File: config.mk
export PLATFORM = sky130hd
export DESIGN_NAME = prng_lcg_core
export DESIGN_NICKNAME = d
export VERILOG_FILES = /design/src/rtl/prng_pkg.sv /design/src/rtl/lcg_step.sv /design/src/rtl/prng_lcg_core.sv
export SDC_FILE = /design/constraint.sdc
export NUM_CORES = 1
export LEC_CHECK = 0
export CORE_ASPECT_RATIO = 1.1
export CORE_MARGIN = 3
export CORE_UTILIZATION = 42
export CTS_CLUSTER_DIAMETER = 150
export DETAILED_ROUTE_END_ITERATION = 16
export GPL_TIMING_DRIVEN = 0
export PLACE_DENSITY = 0.61
export REMOVE_ABC_BUFFERS = 1
export SETUP_SLACK_MARGIN = 0.5
export SKIP_CTS_REPAIR_TIMING = 1
export SLEW_MARGIN = 10
export SYNTH_ARGS = -nofsm -noshare
export SYNTH_HDL_FRONTEND = slang
export SYNTH_SLANG_ARGS = --single-unit
File: constraint.sdc
create_clock -name clk -period 8.3 [get_ports clk]
set_clock_uncertainty 0.2 [all_clocks]
set_input_delay 1.66 -clock clk [delete_from_list [all_inputs] [get_ports clk]]
set_output_delay 1.66 -clock clk [all_outputs]
set_load 0.01 [all_outputs]
File: src/rtl/prng_pkg.sv
// Shared constants, types and command encoding for the 25-bit LCG generator.
package prng_pkg;

  localparam int unsigned PRNG_DAT_W = 25;

  typedef logic [PRNG_DAT_W-1:0] prng_word_t;

  localparam prng_word_t LCG_A    = prng_word_t'(1664525);
  localparam prng_word_t LCG_C    = prng_word_t'(12345);
  localparam prng_word_t RST_SEED = prng_word_t'(0);

  typedef enum logic [1:0] {
    PRNG_HALT = 2'd0,
    PRNG_STEP = 2'd1,
    PRNG_SEED = 2'd2,
    PRNG_RSVD = 2'd3
  } prng_cmd_e;

endpackage

File: src/rtl/lcg_step.sv
// Combinational LCG update: y = (LCG_A*x + LCG_C) mod 2^PRNG_DAT_W.
module lcg_step
  import prng_pkg::*;
(
  input  prng_word_t x,
  output prng_word_t y
);

  // The low W bits of the full-width product and sum only depend on the low
  // W bits of each operand, so W-bit arithmetic gives the modulo result exactly.
  always_comb begin
    y = prng_word_t'((x * LCG_A) + LCG_C);
  end

endmodule

File: src/rtl/prng_lcg_core.sv
// LCG pseudo-random source: one state register, stepped or seeded per command.
module prng_lcg_core
  import prng_pkg::*;
(
  input  logic                  clk,
  input  logic                  rst_b,
  input  logic [1:0]            prng_typ_sel,
  input  logic                  prng_t_sel,
  input  logic [PRNG_DAT_W-1:0] prng_t_dat,
  output logic [PRNG_DAT_W-1:0] prng_r_dat
);

  prng_word_t x_q;
  prng_word_t x_d;
  prng_word_t x_next;
  prng_cmd_e  cmd;

  lcg_step u_lcg_step (
    .x (x_q),
    .y (x_next)
  );

  // Commands are unhandshaked: each one is accepted and completes on the edge
  // it is presented at; the result appears on prng_r_dat the following cycle.
  always_comb begin
    cmd = prng_cmd_e'(prng_typ_sel);
    x_d = x_q;
    case (cmd)
      PRNG_SEED: if (prng_t_sel) x_d = prng_t_dat;
      PRNG_STEP: x_d = x_next;
      default:   x_d = x_q;
    endcase
  end

  always_ff @(posedge clk) begin
    if (!rst_b) begin
      x_q <= RST_SEED;
    end else begin
      x_q <= x_d;
    end
  end

  assign prng_r_dat = x_q;

endmodule

* Yosys cells after proc, flatten, opt, wreduce, memory -nomap -nowiden *
Index checks and enable logic that the tools add are counted.

storage, ports and cells
  word-level logic and storage cells = 10
  bits in registers = 25
  output and inout bits = 25
  bits of input ports = 30

operators by class
  equality and inequality tests = 3
  reductions and logical operators = 2
  multipliers = 1
  add/subtract/negate cells = 1
  multiplexer cells = 2

operators with widths
  operator                  count
  $pmux W25 S2              1
  $add A25 B14 Y25 const B  1
  $mul A25 B21 Y25 const B  1
  $mux W25                  1
  $eq A2 B1 Y1 const B      1
  $eq A2 B2 Y1 const B      1
  $ne A2 B2 Y1 const B      1
  $reduce_and A2 Y1         1
  $reduce_bool A2 Y1        1

* Longest topological paths before layout *
  depth in word-level cells = 3
  mapped depth = 22
  mapped depth without buffers = 21

* Cells and area by module *
Synthesis repeated with hierarchy kept, for this count alone.

second synthesis, totals
  cell total of the unflattened synthesis = 619
  area total of the unflattened synthesis = 5840.6 um2

by module, submodules not included
  module         seq. area each (um2)  area an instance (um2)  cells an instance  times used
  lcg_step       0.0                   4727.0                  505                1
  prng_lcg_core  500.5                 1113.6                  114                1

* Least setup slack after synthesis *
OpenSTA, ideal clock, no wires.

  path type = reg2reg
  start = register x_q[1], in the netlist prng_r_dat[1]
  end = register x_q[22], in the netlist prng_r_dat[22]
  period minus slack after synthesis = 5.590 ns
  required time = 7.980 ns
  path buffers = 0
  arrival time = 5.270 ns
  stages on the path, launching flop included = 22
  slack = 2.710 ns
  setup time = 0.120 ns
  cell sequence = dfxtp_1 inv_1 ha_1 ha_1 or2_2 ha_1 ha_1 inv_1 fa_1 inv_1 fa_1 inv_1 fa_1 inv_1 ha_1 a21o_1 a21o_1 a221o_1 a211o_1 a21oi_2 mux2i_1 a21oi_1

between the ends
  cells in the longest elaborated chain, start to end = 3

ends and longest elaborated chain
  what                    RTL line             source
  start, declared         prng_lcg_core.sv:13  prng_word_t x_q;
  start signal, assigned  prng_lcg_core.sv:37  x_q <= RST_SEED;
  start signal, assigned  prng_lcg_core.sv:39  x_q <= x_d;
  $mul A25 B21 Y25        lcg_step.sv:12       y = prng_word_t'((x * LCG_A) + LCG_C);
  $add A25 B14 Y25        lcg_step.sv:12
  $pmux W25 S2            prng_lcg_core.sv:28  case (cmd)

Every way passes these cells.
A chain may end at the register's enable or synchronous reset.

* Final worst setup path *
  start = register x_q[1], in the netlist prng_r_dat[1]
  end = register x_q[24], in the netlist prng_r_dat[24]

The elaborated chain is that of the path after synthesis.

==> impl_metrics.yaml <==
status:
  status: "finished clean"
cts:
  clkTransAtPathRegs_ns: 0.07
  htreeDepth: 1
  numCtsBuffers: 3
  clockBufferDepth: 2
  clock_latency_ns: 0.27
  clock-sinks: 25
  cts_tree: "built"
  clockRootBuffer: "clkbuf_16"
setup_path:
  cpMostUsedCell: "fa_1"
  crit_path_max_fanout: 10
  start_kind: "flop"
  worstPathBufferInverterCount: 3
  crit_type: "flop to flop"
  cp_cell_sequence: "inv_1 > ha_1 > xnor2_1 > ha_1 > or2_2 > fa_1 > fa_1 > fa_1 > fa_1 > inv_1 > fa_1 > inv_1 > ha_1 > a21o_1 > a211oi_1 > o211ai_1 > o21ai_1 > nor2_1 > nand2_1 > o221ai_1"
  worstPathRequired_ns: 8.24
  critPathMaxStageDelay_ns: 0.57
  arrival_ns: 6.10
  critPathTopFamily: "adder cells"
  critPathSlowestCell: "dfxtp_1"
  end_kind: "flop"
global_route:
  grt_pass1_wl_um: 23580
  grt_overflow_total: 0
  grt_antenna_before_repair: 0
  grt_max_degree: 29
  grtUsageTotal_pct: 19.43
  grt_pass1_vias: 4818
cells_and_area:
  fillers: 1335
  diodes: 0
  largest_reg_flops: 25
  multi_input_area_um2: 4674
  ff_latch_area_um2: 500.5
  final_common_cell: "inv_1"
  drive_gt1_share_pct: 2.180
  finish.utilization_pct: 49.47
  nNetsFinal: 927
  final_cell_mix: "inv_1 (165), ha_1 (133), fa_1 (75)"
  syn_to_final_growth_pct: 13.73
drt:
  vias: 4425
  drt_iter0_drc: 156
  first_pass_iters: 4
  vias_per_cell: 5.075
  drc_errors: 0
  routed_wl_um: 14330
  wl_per_cell_um: 16.44
  final_antenna_net_count: 0
placed_design:
  gp_congestion: 0.9031
  post-dp-hpwl_um: 12490
  portBuffers: 54
yosys:
  yosys.area.top_type_share_pct: 28.48
  synth_area_um2: 5843
  synthXorXnorAreaFrac_pct: 6.296
  synth_ff_type: "dfxtp_1"
  netlist_instances: 640
  synth_area_leaders: "ha_1 (28%), fa_1 (26%), inv_1 (11%)"
  yosysTopAreaCell: "ha_1"
  synth_compound_area_share_pct: 10.58
  synth-edff-count: 0
  synth_fa_ha_area_share_pct: 54.18
  synth_warnings: 0
  synth_top_family_by_area: "adder cells"
  synth_cell_types: 47
  async_flop_share_pct: 0
  ys_seq_area_share_pct: 8.565
  synthMuxAreaShare_pct: 1.542
  syn_avg_cell_area_um2: 9.130
  synth-simple-area-share_pct: 7.281
  synth_seq_cells: 25
timing:
  min_period_ns: 6.164
  relSlewSlack_pct: 26.49
  rsz0062_at_grt: "false"
  tightest_slew_ns: 1.103
  tns_ns: 0
  period_share_pct: 74.27
  slew_viol_final: 0
  fmax_mhz: 162.2
  final-hold-violation-count: 0
  setup_viol: 0
hold_path:
  hold_path.class: "flop to flop"
job:
  cap_violations: 0
die:
  die_y_um: 129.7
  fp.coreArea_um2: 13430
  initial_core_util_pct: 43.50
  dieArea_um2: 15360
  rows: 44
  top_level_ports: 55
  dieWidth_um: 118.5
-- routing by layer --
metal | vias up | wire (um) | global-route usage [%]
li1 | 2166 | - | -
met1 | 2157 | 6242 | 24.73
met4 | 0 | 408 | 7.089
met2 | 79 | 7228 | 35.39
met3 | 23 | 454 | 0.9970
met5 | - | 0 | 0
-- cell usage after synthesis (2+ instances only) --
cell type / instances
dfxtp_1: 25
o2111ai_1: 2
and2_1: 2
a221oi_1: 3
a211oi_1: 2
a211o_1: 2
and3_1: 3
nor2_1: 26
xor2_1: 5
a311oi_1: 12
xnor2_1: 37
a31oi_1: 5
o21bai_2: 2
o21a_1: 4
a32oi_1: 2
clkbuf_1: 7
o211ai_1: 4
o21ai_1: 7
o22ai_1: 6
ha_1: 133
inv_1: 165
fa_1: 75
or2_2: 4
o21ai_0: 3
nand2_1: 41
nand2b_1: 2
a21o_1: 9
nand3_1: 5
o21bai_1: 3
nor3_1: 2
nor2b_1: 4
a21oi_1: 15
mux2i_1: 9
-- final timing paths --
check                                       to  slack [ns]           start  depth (start not counted)
worst max-delay path            prng_r_dat[24]        2.14   prng_r_dat[1]                         20
worst min-delay path            prng_r_dat[16]        0.41  prng_r_dat[16]                          2
worst max register to register  prng_r_dat[24]        2.14   prng_r_dat[1]                         20
worst min register to register  prng_r_dat[16]        0.41  prng_r_dat[16]                          2
-- final cells by class --
cell class                 count  area share, %
multi-input combinational    440          70.34
inverter                     165          9.320
timing repair buffer          54          8.134
sequential                    25          7.532
tap                          184          3.465
clock buffer                   3          1.130
clock inverter                 1        0.07532
-- worst min-delay path: cells and delay by family, from the launching register on --
family           cells  cell delay (ns)
flip-flops           1             0.39
AND/OR/NAND/NOR      1             0.09
AO/OA/AOI/OAI        1             0.08
-- kinds of logic (layout without fill, tap and decap cells) --
group / count (synthesis) / after routing
and+or+nand+nor: 94 / 94
DFF: 25 / 25
adders and majority gates: 208 / 208
xor gates and xnor gates: 42 / 42
buffers and inverters: 175 / 223
AOI/OAI and AO/OA: 87 / 87
muxes: 9 / 9
-- metrics by stage --
step | cell area, um2 | setup slack (ns) | std cells | hold slack [ns]
2_1_floorplan | 5787 | 2.706 | 630 | 0.3487
3_3_place_gp | 6558 | 2.173 | 868 | 0.3713
3_5_place_dp | 6565 | 2.045 | 868 | 0.3865
4_1_cts | 6645 | 2.043 | 872 | 0.3992
5_1_grt | 6645 | 1.798 | 872 | 0.4324
6_report | 6645 | 2.136 | 872 | 0.4051
Power is left out: the tool's default activity adds up to more than one toggle a clock period on the data nets, which glitch-free logic cannot reach.
